File: src/rtl/boids_mem_defs_pkg.sv
// Shared definitions for the boid memory subsystem: bus widths, default table base, fetch FSM encoding.
// No logic of its own; zero latency.
// No flow control; consumers import the types and helpers.
package boids_mem_defs_pkg;

  localparam int ADDR_W = 12;
  localparam int DATA_W = 32;
  localparam int IDX_W  = 8;

  // RAM word address of boid entry 0 in the default memory map.
  localparam logic [ADDR_W-1:0] BOID_BASE_DEFAULT = 12'h800;

  typedef enum logic [1:0] {
    ST_IDLE  = 2'd0,
    ST_FETCH = 2'd1,
    ST_DRAIN = 2'd2
  } fetch_state_e;

  // Word address of a boid entry; the sum wraps around the 4K-word RAM.
  function automatic logic [ADDR_W-1:0] boid_addr(input logic [ADDR_W-1:0] base,
                                                  input logic [IDX_W-1:0]  idx);
    return base + {{(ADDR_W-IDX_W){1'b0}}, idx};
  endfunction

endpackage

File: src/rtl/starve_timer.sv
// Counts consecutive denied fetch cycles and flags when the fetcher must be forced through.
// expired is a direct decode of the registered count (no added latency).
// No flow control; clear has priority over deny and the count saturates at LIMIT.
module starve_timer #(
  parameter int LIMIT = 8
) (
  input  logic clock,
  input  logic reset,
  input  logic clear,
  input  logic deny,
  output logic expired
);

  localparam int CNT_W = 8;
  localparam logic [CNT_W-1:0] LIMIT_CNT = LIMIT[CNT_W-1:0];

  logic [CNT_W-1:0] cnt;

  // Denied-cycle counter: cleared on grant/entry, saturating so it never passes LIMIT.
  always_ff @(posedge clock) begin
    if (reset || clear) begin
      cnt <= '0;
    end else if (deny && (cnt != LIMIT_CNT)) begin
      cnt <= cnt + 1'b1;
    end
  end

  assign expired = (cnt == LIMIT_CNT);

  // The count must never run past the limit.
  cnt_bounded: assert property (@(posedge clock) disable iff (reset) cnt <= LIMIT_CNT);

endmodule

File: src/rtl/boid_fetch_arbiter.sv
// Shares one single-port RAM between the CPU and a per-frame boid table fetcher.
// Grant/mux is combinational; fetched words appear one cycle after their read is granted.
// CPU is stalled (must hold its request) only on cycles the fetcher wins; starvation forces a fetch win.
module boid_fetch_arbiter
  import boids_mem_defs_pkg::*;
#(
  parameter logic [ADDR_W-1:0] BOID_BASE    = BOID_BASE_DEFAULT,
  parameter int                BOID_COUNT   = 64,
  parameter int                STARVE_LIMIT = 8
) (
  input  logic              clock,
  input  logic              reset,
  input  logic              cpu_req,
  input  logic              cpu_wen,
  input  logic [ADDR_W-1:0] cpu_addr,
  input  logic [DATA_W-1:0] cpu_wdata,
  output logic [DATA_W-1:0] cpu_rdata,
  output logic              cpu_stall,
  input  logic              frame_start,
  output logic              ram_wen,
  output logic [ADDR_W-1:0] ram_addr,
  output logic [DATA_W-1:0] ram_wdata,
  input  logic [DATA_W-1:0] ram_rdata,
  output logic              fb_valid,
  output logic [IDX_W-1:0]  fb_index,
  output logic [DATA_W-1:0] fb_data,
  output logic              fb_busy,
  output logic              fb_done,
  output logic              fb_overrun
);

  localparam logic [IDX_W-1:0] LAST_IDX = IDX_W'(BOID_COUNT - 1);

  fetch_state_e     state, state_nxt;
  logic [IDX_W-1:0] idx, idx_nxt;
  logic             in_flight, in_flight_nxt;
  logic [IDX_W-1:0] fb_idx_q, fb_idx_nxt;
  logic             done_q, done_nxt;
  logic             overrun_q, overrun_nxt;

  logic             fetch_grant;
  logic             starve_expired;
  logic             starve_clear;
  logic             starve_deny;

  starve_timer #(
    .LIMIT (STARVE_LIMIT)
  ) u_starve (
    .clock   (clock),
    .reset   (reset),
    .clear   (starve_clear),
    .deny    (starve_deny),
    .expired (starve_expired)
  );

  // Grant decision, RAM port mux and next-state for the fetch sequencer.
  always_comb begin
    fetch_grant   = 1'b0;
    starve_clear  = 1'b0;
    starve_deny   = 1'b0;
    ram_wen       = 1'b0;
    ram_addr      = cpu_addr;
    ram_wdata     = cpu_wdata;
    cpu_stall     = 1'b0;
    state_nxt     = state;
    idx_nxt       = idx;
    in_flight_nxt = 1'b0;
    fb_idx_nxt    = fb_idx_q;
    done_nxt      = 1'b0;
    overrun_nxt   = overrun_q;

    if (state == ST_FETCH) begin
      fetch_grant = !cpu_req || starve_expired;
      starve_deny = !fetch_grant;
    end

    if (fetch_grant) begin
      // Fetcher owns the RAM: read only, CPU told to hold whatever it asked for.
      ram_addr      = boid_addr(BOID_BASE, idx);
      cpu_stall     = cpu_req;
      idx_nxt       = idx + 1'b1;
      in_flight_nxt = 1'b1;
      fb_idx_nxt    = idx;
      done_nxt      = (idx == LAST_IDX);
      starve_clear  = 1'b1;
      if (idx == LAST_IDX) begin
        state_nxt = ST_DRAIN;
      end
    end else begin
      ram_wen = cpu_wen;
    end

    if (state == ST_DRAIN) begin
      state_nxt = ST_IDLE;
    end

    // A new frame always wins: restart from entry 0 and drop any read in flight.
    if (frame_start) begin
      if (state != ST_IDLE) begin
        overrun_nxt = 1'b1;
      end
      state_nxt     = ST_FETCH;
      idx_nxt       = '0;
      in_flight_nxt = 1'b0;
      done_nxt      = 1'b0;
      starve_clear  = 1'b1;
    end

    // No RAM write may slip through while the system is held in reset.
    if (reset) begin
      ram_wen = 1'b0;
    end
  end

  // All sequencer state, reset synchronously.
  always_ff @(posedge clock) begin
    if (reset) begin
      state     <= ST_IDLE;
      idx       <= '0;
      in_flight <= 1'b0;
      fb_idx_q  <= '0;
      done_q    <= 1'b0;
      overrun_q <= 1'b0;
    end else begin
      state     <= state_nxt;
      idx       <= idx_nxt;
      in_flight <= in_flight_nxt;
      fb_idx_q  <= fb_idx_nxt;
      done_q    <= done_nxt;
      overrun_q <= overrun_nxt;
    end
  end

  assign cpu_rdata  = ram_rdata;
  assign fb_valid   = in_flight;
  assign fb_index   = fb_idx_q;
  assign fb_data    = ram_rdata;
  assign fb_done    = done_q;
  assign fb_busy    = (state != ST_IDLE);
  assign fb_overrun = overrun_q;

endmodule

File: config.mk
export PLATFORM = sky130hd
export DESIGN_NAME = boid_fetch_arbiter
export DESIGN_NICKNAME = d
export VERILOG_FILES = /design/src/rtl/boids_mem_defs_pkg.sv /design/src/rtl/starve_timer.sv /design/src/rtl/boid_fetch_arbiter.sv
export SDC_FILE = /design/constraint.sdc
export NUM_CORES = 1
export LEC_CHECK = 0
export BUFFER_PORTS_ARGS = -buffer_cell sky130_fd_sc_hd__buf_4
export CORE_AREA = 2 2 79 81
export CTS_BUF_LIST = sky130_fd_sc_hd__clkbuf_16
export DETAILED_ROUTE_END_ITERATION = 6
export DIE_AREA = 0 0 81 83
export PLACE_DENSITY = 0.87
export SYNTH_ARGS = -nofsm -noshare
export SYNTH_HDL_FRONTEND = slang
export SYNTH_SLANG_ARGS = --single-unit
File: constraint.sdc
create_clock -name clock -period 5.3 [get_ports clock]
set_clock_uncertainty 0.15 [all_clocks]
set_input_delay 0.795 -clock clock [delete_from_list [all_inputs] [get_ports clock]]
set_output_delay 0.795 -clock clock [all_outputs]
set_load 0.02 [all_outputs]
==> run metrics, run 1 <==
crit path max fanout 36; Placed Cells incl. Taps 282; min Tclk post-route 3.161 ns; slowest stage cell, crit path a21boi_4; Final Cell Area 1946 µm²; IO Pins 203; Final period util 59.64%; Hold-fix buffers, CTS 0; Primary FF master, synth dfxtp_1; vias in the first global route 1454; Final Max Tran Viols 0; leak pwr 0.0007612 µW; largest net degree at the start of global routing 37; Async S/R FF share, synth 0%; Die X-Extent 81 µm; share of cells above drive strength 1 25.12%; HPWL Detailed 3004 µm; DR vias/cell 5.176; CP cell instances inv_1, ha_1, and4bb_4, a21boi_4, o21ai_0, nand2_1, buf_4; Vias 1501; Antenna Cells 0; final hold violation count 0; Seq cells post-synth 29; Mapped Area 2138 µm²; Yosys top cell area share 34.06%; P&R area growth vs syn -9.011%; first-pass GRT wire length 6582 µm; met1 Usage GRT 13.43%; post-route insts no fill 290; count of clock tree sinks 29; unrepaired setup endpoints after global routing no; Seq/Total Area, Yosys 27.15%; CTS tree built; GRT Max-Usage Layer met2; buffer count from post-CTS setup fixing 0; Setup Crit Path Kind reg -> out; Max Cap Viol 0; final setup vio count 0; placed instance area 1783 µm²; Slew @ Worst Pin 0.9527 ns; Total Die Area 6723 µm²; Critical Path Source Type flop; largest cells by area after synthesis buf_4 (34%), dfxtp_1 (27%), a21oi_1 (4.4%); met2 Use GR 20.29%; Critical Path RT 4.36 ns; post-CTS resize count 0; clk_lat worst skew 0.27 ns; cells after synthesis 271; Synth cell types 35; initial antenna violation count 0; setup tns final 0 ns; htree depth 2; status complete, no violations; # rows 28; EDFF count, synth 0; headroom to the max-slew limit 36.48%; clk buf depth 2; routability congestion estimate 0.8316; Yosys top cell by area buf_4; Post-DRT Antenna Nets 0; die height 83 µm; syn_nets 355; worst vdd ir 0.0001459 V; Crit. End Element output pin; top cell family by delay on the critical path compound AO/OA/AOI/OAI gates; Remaining DRCs 0; number of I/O port buffers 42; Placeable Area 5816 µm²; initial core utilization 36.77%; Syn Area/Cell 7.890 µm²; Tot Pwr 591.6 µW; FILL cells 633; worst setup margin 2.139 ns; Synth warnings 0; Crit path arrival time 2.22 ns; clock transition at the registers of the reported paths 0.05 ns; crit-path max cell delay 0.61 ns; HP Class reg -> reg; Overflow after GRT 0; CTS buffer count 5; TritonRoute pass-1 iters 4; Total Routing Usage GR 12.62%; Routed WL 4102 µm; Nets 298; Wirelength per Cell 14.14 µm; Fmax 0.3163 GHz; total power per unit cell area 304.1 nW/µm²; Root Driver clkbuf_16; critical path buffer and inverter count 2; Place WS 2.382 ns; Initial DRC Count 67; GR Layer Usage met3 4.457%
where the power goes:
part | total (µW) | internal [µW] | switching (µW)
Sequential | 222 | 220 | 1.69
Clock | 309 | 217 | 91.3
Combinational | 60.8 | 24.7 | 36.2
cells in the mapped netlist, types with 3 or more instances:
cell	number
clkbuf_1	7
xnor2_1	5
o21ai_0	19
and2_1	4
a21oi_1	19
nor2_1	15
inv_1	3
dfxtp_1	29
or4_1	4
buf_4	97
nor3_1	4
ha_1	3
o31ai_1	4
nand4_1	5
nand3_1	13
nand2_1	15
cell type report:
type                    instances  area, µm²  share of cell area [%]
clock buffers                   5      125.1                   6.431
inverters                       3      11.26                  0.5788
multi-input cells             133      782.0                   40.19
repair buffers                 42      315.3                   16.21
clock inverters                 3      37.54                   1.929
well taps                      75      93.84                   4.823
flip-flops and latches         29      580.6                   29.84
kinds of logic after synthesis:
kind of cell	Yosys count	synth area share, %
flops	29	27.15
compound gates	48	13.11
simple gates	76	19.19
buf+inv	109	36.28
mux	1	0.4681
xor+xnor	5	2.048
fa+ha+maj	3	1.756
layout by cell type (no fill, tap or decap):
master	n
nand4b_1	1
a21boi_4	1
o21ai_0	19
a21oi_1	19
inv_1	4
nor2_1	15
nor3_1	4
clkinv_1	1
nand3b_1	1
buf_4	42
dfxtp_1	29
or4_1	4
and3b_1	1
or2_2	2
clkbuf_16	5
bufinv_16	1
mux2i_1	1
nor2b_1	1
o211a_1	1
ha_1	3
xnor2_1	5
and3_1	2
o21ai_1	1
nand3_1	13
nor3_4	1
nand2_1	15
o31a_1	1
and4bb_4	1
or3_1	2
nand4_1	5
and2_1	4
o31ai_1	4
a21bo_2	1
o21a_1	1
nor4_1	2
nand2b_1	2
layer usage:
layer	part of all wire (%)	routed length, µm	vias to the layer above
met2	49	2009	65
li1	-	-	705
met5	0	0	-
met3	8.3	340	32
met1	39	1594	699
met4	3.9	158	0
path summary, 6_finish.rpt:
kind,to,start,cells after the start,slack [ns]
max,ram_addr[1],u_starve.cnt[0]$_SDFFE_PP0P_,7,2.14
max reg2reg,u_starve.cnt[2]$_SDFFE_PP0P_,u_starve.cnt[0]$_SDFFE_PP0P_,6,3.10
min reg2reg,fb_index[1]$_SDFFE_PP0P_,fb_index[1]$_SDFFE_PP0P_,2,0.33
min,fb_index[1]$_SDFFE_PP0P_,fb_index[1]$_SDFFE_PP0P_,2,0.33
through the flow:
step	utilization [%]	hold WS, ns
after floorplan	-	0.3119
after global placement	30.66	0.3089
after global routing	33.46	0.3526
final	33.46	0.3252
after detailed placement	30.66	0.3167
after CTS	33.46	0.3235
worst register-to-register path, cell delays in order (launching register included):
cell      delay, ns
dfxtp_1        0.37
inv_1          0.08
ha_1           0.20
and4bb_4       0.21
a21boi_4       0.61
o21ai_1        0.33
nor2_1         0.17
state kept, by name (all words and copies together), names as in the netlist:
register and flops:
fb_overrun 1, u_starve.cnt 8, idx 8, fb_index 8, state 2, fb_done 1
fb_valid 1
No activity file was read; power rests on OpenSTA's default activity.
==> run 2: changes to the inputs <==
CORE_AREA = not set   (was 2 2 79 81)
CORE_UTILIZATION = 37   (was not set)
DIE_AREA = not set   (was 0 0 81 83)
PLACE_DENSITY = 0.88   (was 0.87)
clock period = 3.2 ns   (was 5.3 ns; I/O delays follow)
==> run 2 against run 1 <==
Effect of this change:
- combinational power grew 73%
- critical path depth is the same
- hold slack is essentially flat
- non-clock buffer count grew 3
- cell area shrank 0.26%
- highest routed layer unchanged
- via count shrank 1.1%
- register-to-register slack lost 2.0 ns
- core utilization grew 1.6 points
- final cell count is the same
- die area shrank 9.5%
- sequential cell count is the same
- setup slack lost 1.7 ns
==> run metrics, run 2 (same netlist as run 1, synthesis figures left out) <==
status complete, no violations; Critical Path RT 2.57 ns; Vias 1484; clk_lat worst skew 0.27 ns; Final Max Tran Viols 0; Initial DRC Count 90; Wirelength per Cell 14.52 µm; Total Routing Usage GR 13.91%; final hold violation count 0; sw power 220.5 µW; R2R Setup Slk 1.07 ns; buffer count from post-CTS setup fixing 0; Max Cap Viol 0; hold endpoint fb_index[1]$_SDFFE_PP0P_; Placed Cells incl. Taps 282; Antenna Cells 0; post-CTS resize count 0; CTS buffer count 5; Setup Crit Path Kind reg -> out; initial core utilization 38.60%; Remaining DRCs 0; HP Class reg -> reg; Total Die Area 6087 µm²; Post-DRT Antenna Nets 0; final setup vio count 0; Hold-fix buffers, CTS 0; die height 78.02 µm; Final period util 85.74%; vias in the first global route 1417; headroom to the max-slew limit 47.00%; leading cell types in the layout, fill and taps excluded buf_4 (45), dfxtp_1 (29), o21ai_0 (19), a21oi_1 (19); P&R area growth vs syn -9.245%; number of I/O port buffers 42; Comb power frac 11.5%; sequential share of power 40.4%; Crit path arrival time 2.11 ns; Root Driver clkbuf_16; Fmax 0.3645 GHz; setup tns final 0 ns; post-route insts no fill 290; largest net degree at the start of global routing 29; commonest non-fill, non-tap cell in the layout buf_4; htree depth 2; Routed WL 4211 µm; total power per unit cell area 469.0 nW/µm²; initial antenna violation count 0; Die X-Extent 78.02 µm; routability congestion estimate 0.7959; Sw Ratio 24.22%; clock transition at the registers of the reported paths 0.05 ns; TritonRoute pass-1 iters 4; Critical Path Source Type flop; unrepaired setup endpoints after global routing no; Placeable Area 5540 µm²; Clock power frac 48.1%; Nets 301; worst r2r path cells 7; leak pwr 0.0007677 µW; origin of the worst min-delay path fb_index[1]$_SDFFE_PP0P_; min Tclk post-route 2.744 ns; CTS tree built; crit path max fanout 28; Overflow after GRT 0; FF-to-FF End idx[3]$_SDFFE_PP0P_; HPWL Detailed 2984 µm; worst vdd ir 0.0001843 V; count of clock tree sinks 29; Worst R2R Start u_starve.cnt[0]$_SDFFE_PP0P_; hold depth 2; Int Pwr 689.7 µW; # rows 27; IO Pins 203; Slew @ Worst Pin 0.7949 ns; first-pass GRT wire length 6727 µm; DR vias/cell 5.117; clk buf depth 2; Crit. End Element output pin; share of cells above drive strength 1 26.61%; Layout Utilization 35.03%
==> run 2: area by class of cell <==
| type | count | area [µm²] |
|---|---|---|
| multi-input combinational | 133 | 782.0 |
| clock buffer | 5 | 125.1 |
| clock inverter | 3 | 13.76 |
| tap | 72 | 90.09 |
| fill | 582 | 3600 |
| timing repair buffer | 45 | 337.8 |
| sequential | 29 | 580.6 |
| inverter | 3 | 11.26 |
==> run 2: layer usage <==
layer / part of all wire, % / track usage [%]
met1: 41 / 15.58
met5: 0 / 0
met3: 8.0 / 4.767
met4: 2.6 / 8.519
met2: 49 / 22.74
==> run 2: power groups by stage <==
stage / sequential, µW / clock, µW / combinational [µW]
floorplan: 376 / 0 / 231
global placement: 375 / 0 / 103
detailed placement: 375 / 0 / 105
CTS: 367 / 445 / 106
global route: 368 / 459 / 113
finish: 368 / 437 / 105
==> run 2: worst max-delay path by stage <==
stage | startpoint | slack [ns] | depth (start not counted) | end
global route | u_starve.cnt[0]$_SDFFE_PP0P_ | 0.27 | 7 | ram_addr[6]
detailed placement | u_starve.cnt[0]$_SDFFE_PP0P_ | 0.76 | 7 | ram_addr[1]
floorplan | u_starve.cnt[0]$_SDFFE_PP0P_ | 1.06 | 7 | ram_addr[0]
CTS | u_starve.cnt[0]$_SDFFE_PP0P_ | 0.45 | 7 | ram_addr[1]
global placement | u_starve.cnt[0]$_SDFFE_PP0P_ | 0.86 | 7 | ram_addr[4]
finish | u_starve.cnt[0]$_SDFFE_PP0P_ | 0.46 | 7 | ram_addr[1]
==> run 2: worst max-delay path, cell delays in order (launching register included) <==
cell and delay (ns):
dfxtp_1 0.38, inv_1 0.08, ha_1 0.20, and4bb_4 0.21
a21boi_4 0.52, o21ai_0 0.20, nand2_1 0.10, buf_4 0.14
==> run 2: per-stage QoR <==
stage | setup slack (ns) | cell area [µm²] | power (µW) | hold WS, ns
4_1_cts | 0.4528 | 1941 | 918.2 | 0.3247
5_1_grt | 0.2691 | 1941 | 939.4 | 0.3455
6_report | 0.4563 | 1941 | 910.1 | 0.3248
3_3_place_gp | 0.8588 | 1802 | 477.3 | 0.3161
2_1_floorplan | 1.060 | 2138 | 606.7 | 0.3119
3_5_place_dp | 0.7565 | 1802 | 480.0 | 0.3177
==> run 3: changes to the inputs <==
CORE_AREA = 2 2 79 81   (was not set)
CORE_UTILIZATION = not set   (was 37)
CTS_BUF_LIST = sky130_fd_sc_hd__clkbuf_8   (was sky130_fd_sc_hd__clkbuf_16)
DIE_AREA = 0 0 81 83   (was not set)
GPL_TIMING_DRIVEN = 0   (was not set)
PLACE_DENSITY = 0.87   (was 0.88)
==> run 3 against run 2 <==
Effect of this change:
- critical path depth is 1 higher
- core utilization is 23 points higher
- routed wire length rose by 41%
- power grew 15%
- cell area increased by 73%
- maximum frequency decreased by 4.4%
- die area increased by 10%
- largest power group is now combinational logic
- highest routed layer unchanged
==> run metrics, run 3 (same netlist as run 1, synthesis figures left out) <==
final setup vio count 0; setup tns final 0 ns; Placeable Area 5816 µm²; commonest non-fill, non-tap cell in the layout buf_4; leading cell types in the layout, fill and taps excluded buf_4 (235), dfxtp_1 (29), o21ai_0 (19), a21oi_1 (19); Place WS 0.6385 ns; leak pwr 0.001670 µW; clk buf depth 2; Worst R2R Start u_starve.cnt[0]$_SDFFE_PP0P_; Sequential Area 580.6 µm²; largest net degree at the start of global routing 11; CTS buffer count 5; Crit path arrival time 2.24 ns; Fmax 0.3486 GHz; crit path max fanout 10; Root Driver clkbuf_8; post-CTS resize count 0; headroom to the max-slew limit 66.52%; FF-to-FF End fb_index[1]$_SDFFE_PP0P_; Post-DRT Antenna Nets 0; unrepaired setup endpoints after global routing no; total power per unit cell area 311.1 nW/µm²; number of I/O port buffers 138; first-pass GRT wire length 8845 µm; worst setup margin 0.3314 ns; Tot Pwr 1044 µW; R2R Setup Slk 1.13 ns; Final Cell Area 3354 µm²; Hold-fix buffers, CTS 0; hold depth 3; Initial DRC Count 117; IO Pins 203; Remaining DRCs 0; min Tclk post-route 2.869 ns; Final period util 89.64%; placed instance area 3268 µm²; Slew @ Worst Pin 0.5022 ns; worst setup path start u_starve.cnt[0]$_SDFFE_PP0P_; HPWL Detailed 4868 µm; crit-path max cell delay 0.39 ns; clk_lat worst skew 0.29 ns; CP cell instances inv_1, ha_1, and4bb_4, a21boi_4, clkbuf_1, o21ai_0, nand2_1, buf_4; Overflow after GRT 0; Crit. End Element output pin; GR Layer Usage met3 5.217%; met1 Usage GRT 17.19%; Die X-Extent 81 µm; Final Max Tran Viols 0; TritonRoute pass-1 iters 5; buffer count from post-CTS setup fixing 0; Nets 500; initial antenna violation count 0; final hold violation count 0; GRT Max-Usage Layer met2; Max Cap Viol 0; clock transition at the registers of the reported paths 0.06 ns; htree depth 2; Routed WL 5937 µm; hold endpoint fb_overrun$_SDFFE_PP0P_; Total Routing Usage GR 16.39%; worst vdd ir 0.0001961 V; share of cells above drive strength 1 59.86%; CTS tree built; Vias 2267; routability congestion estimate 0.7983; die height 83 µm; origin of the worst min-delay path frame_start; Critical Path Source Type flop; status complete, no violations; FILL cells 547; Setup Crit Path Kind reg -> out; slowest stage cell, crit path dfxtp_1; initial core utilization 36.77%; worst r2r path cells 7; Critical Path RT 2.57 ns; Antenna Cells 0; Wirelength per Cell 12.09 µm; vias in the first global route 2028; P&R area growth vs syn 56.88%; met2 Use GR 30.13%; area occupied by multi-input gates 782.0 µm²; count of clock tree sinks 29; DR vias/cell 4.617; Total Die Area 6723 µm²; Hold Slack 0.3166 ns; # rows 28; HP Class in -> reg
==> run 3: changes by cell type in the layout (fill, tap and decap cells not counted), sizes merged <==
cell | previous run | this run
clkinv | 2 | 0
clkbuf | 5 | 13
buf | 45 | 237
==> run 3: metrics by stage <==
stage	std cells	utilization, %
finish	491	57.68
floorplan	271	-
global placement	484	56.20
detailed placement	484	56.20
CTS	491	57.68
global route	491	57.68
==> run 3: routing by layer <==
metal	routed length (µm)	vias up
li1	-	1108
met1	2000	1009
met2	3176	143
met3	696	7
met4	63	0
met5	0	-
==> run 3: cell type report <==
type / count / area share [%]
Multi-Input combinational cell: 133 / 23.31
Clock inverter: 1 / 0.1119
Inverter: 3 / 0.3357
Buffer: 106 / 22.79
Sequential cell: 29 / 17.31
Tap cell: 75 / 2.797
Clock buffer: 6 / 2.462
Timing Repair Buffer: 138 / 30.88
==> run 3: report_power, final <==
part	internal [µW]	switching (µW)
sequential	364	2.95
combinational	194	182
clock	167	134
total	725	319
==> run 3: worst max path at each step <==
stage                        endpoint  slack (ns)
final                     ram_addr[3]        0.33
after global routing      ram_addr[0]        0.16
after CTS                 ram_addr[3]        0.32
after detailed placement  ram_addr[3]        0.64
after global placement    ram_addr[0]        0.68
after floorplan           ram_addr[0]        1.06
==> run 3: worst max-delay path: cells and delay by family, from the launching register on <==
| family | cells | cell delay (ns) |
|---|---|---|
| compound gates | 2 | 0.43 |
| simple gates | 2 | 0.32 |
| buf+inv | 3 | 0.61 |
| fa+ha+maj | 1 | 0.20 |
| flops | 1 | 0.39 |
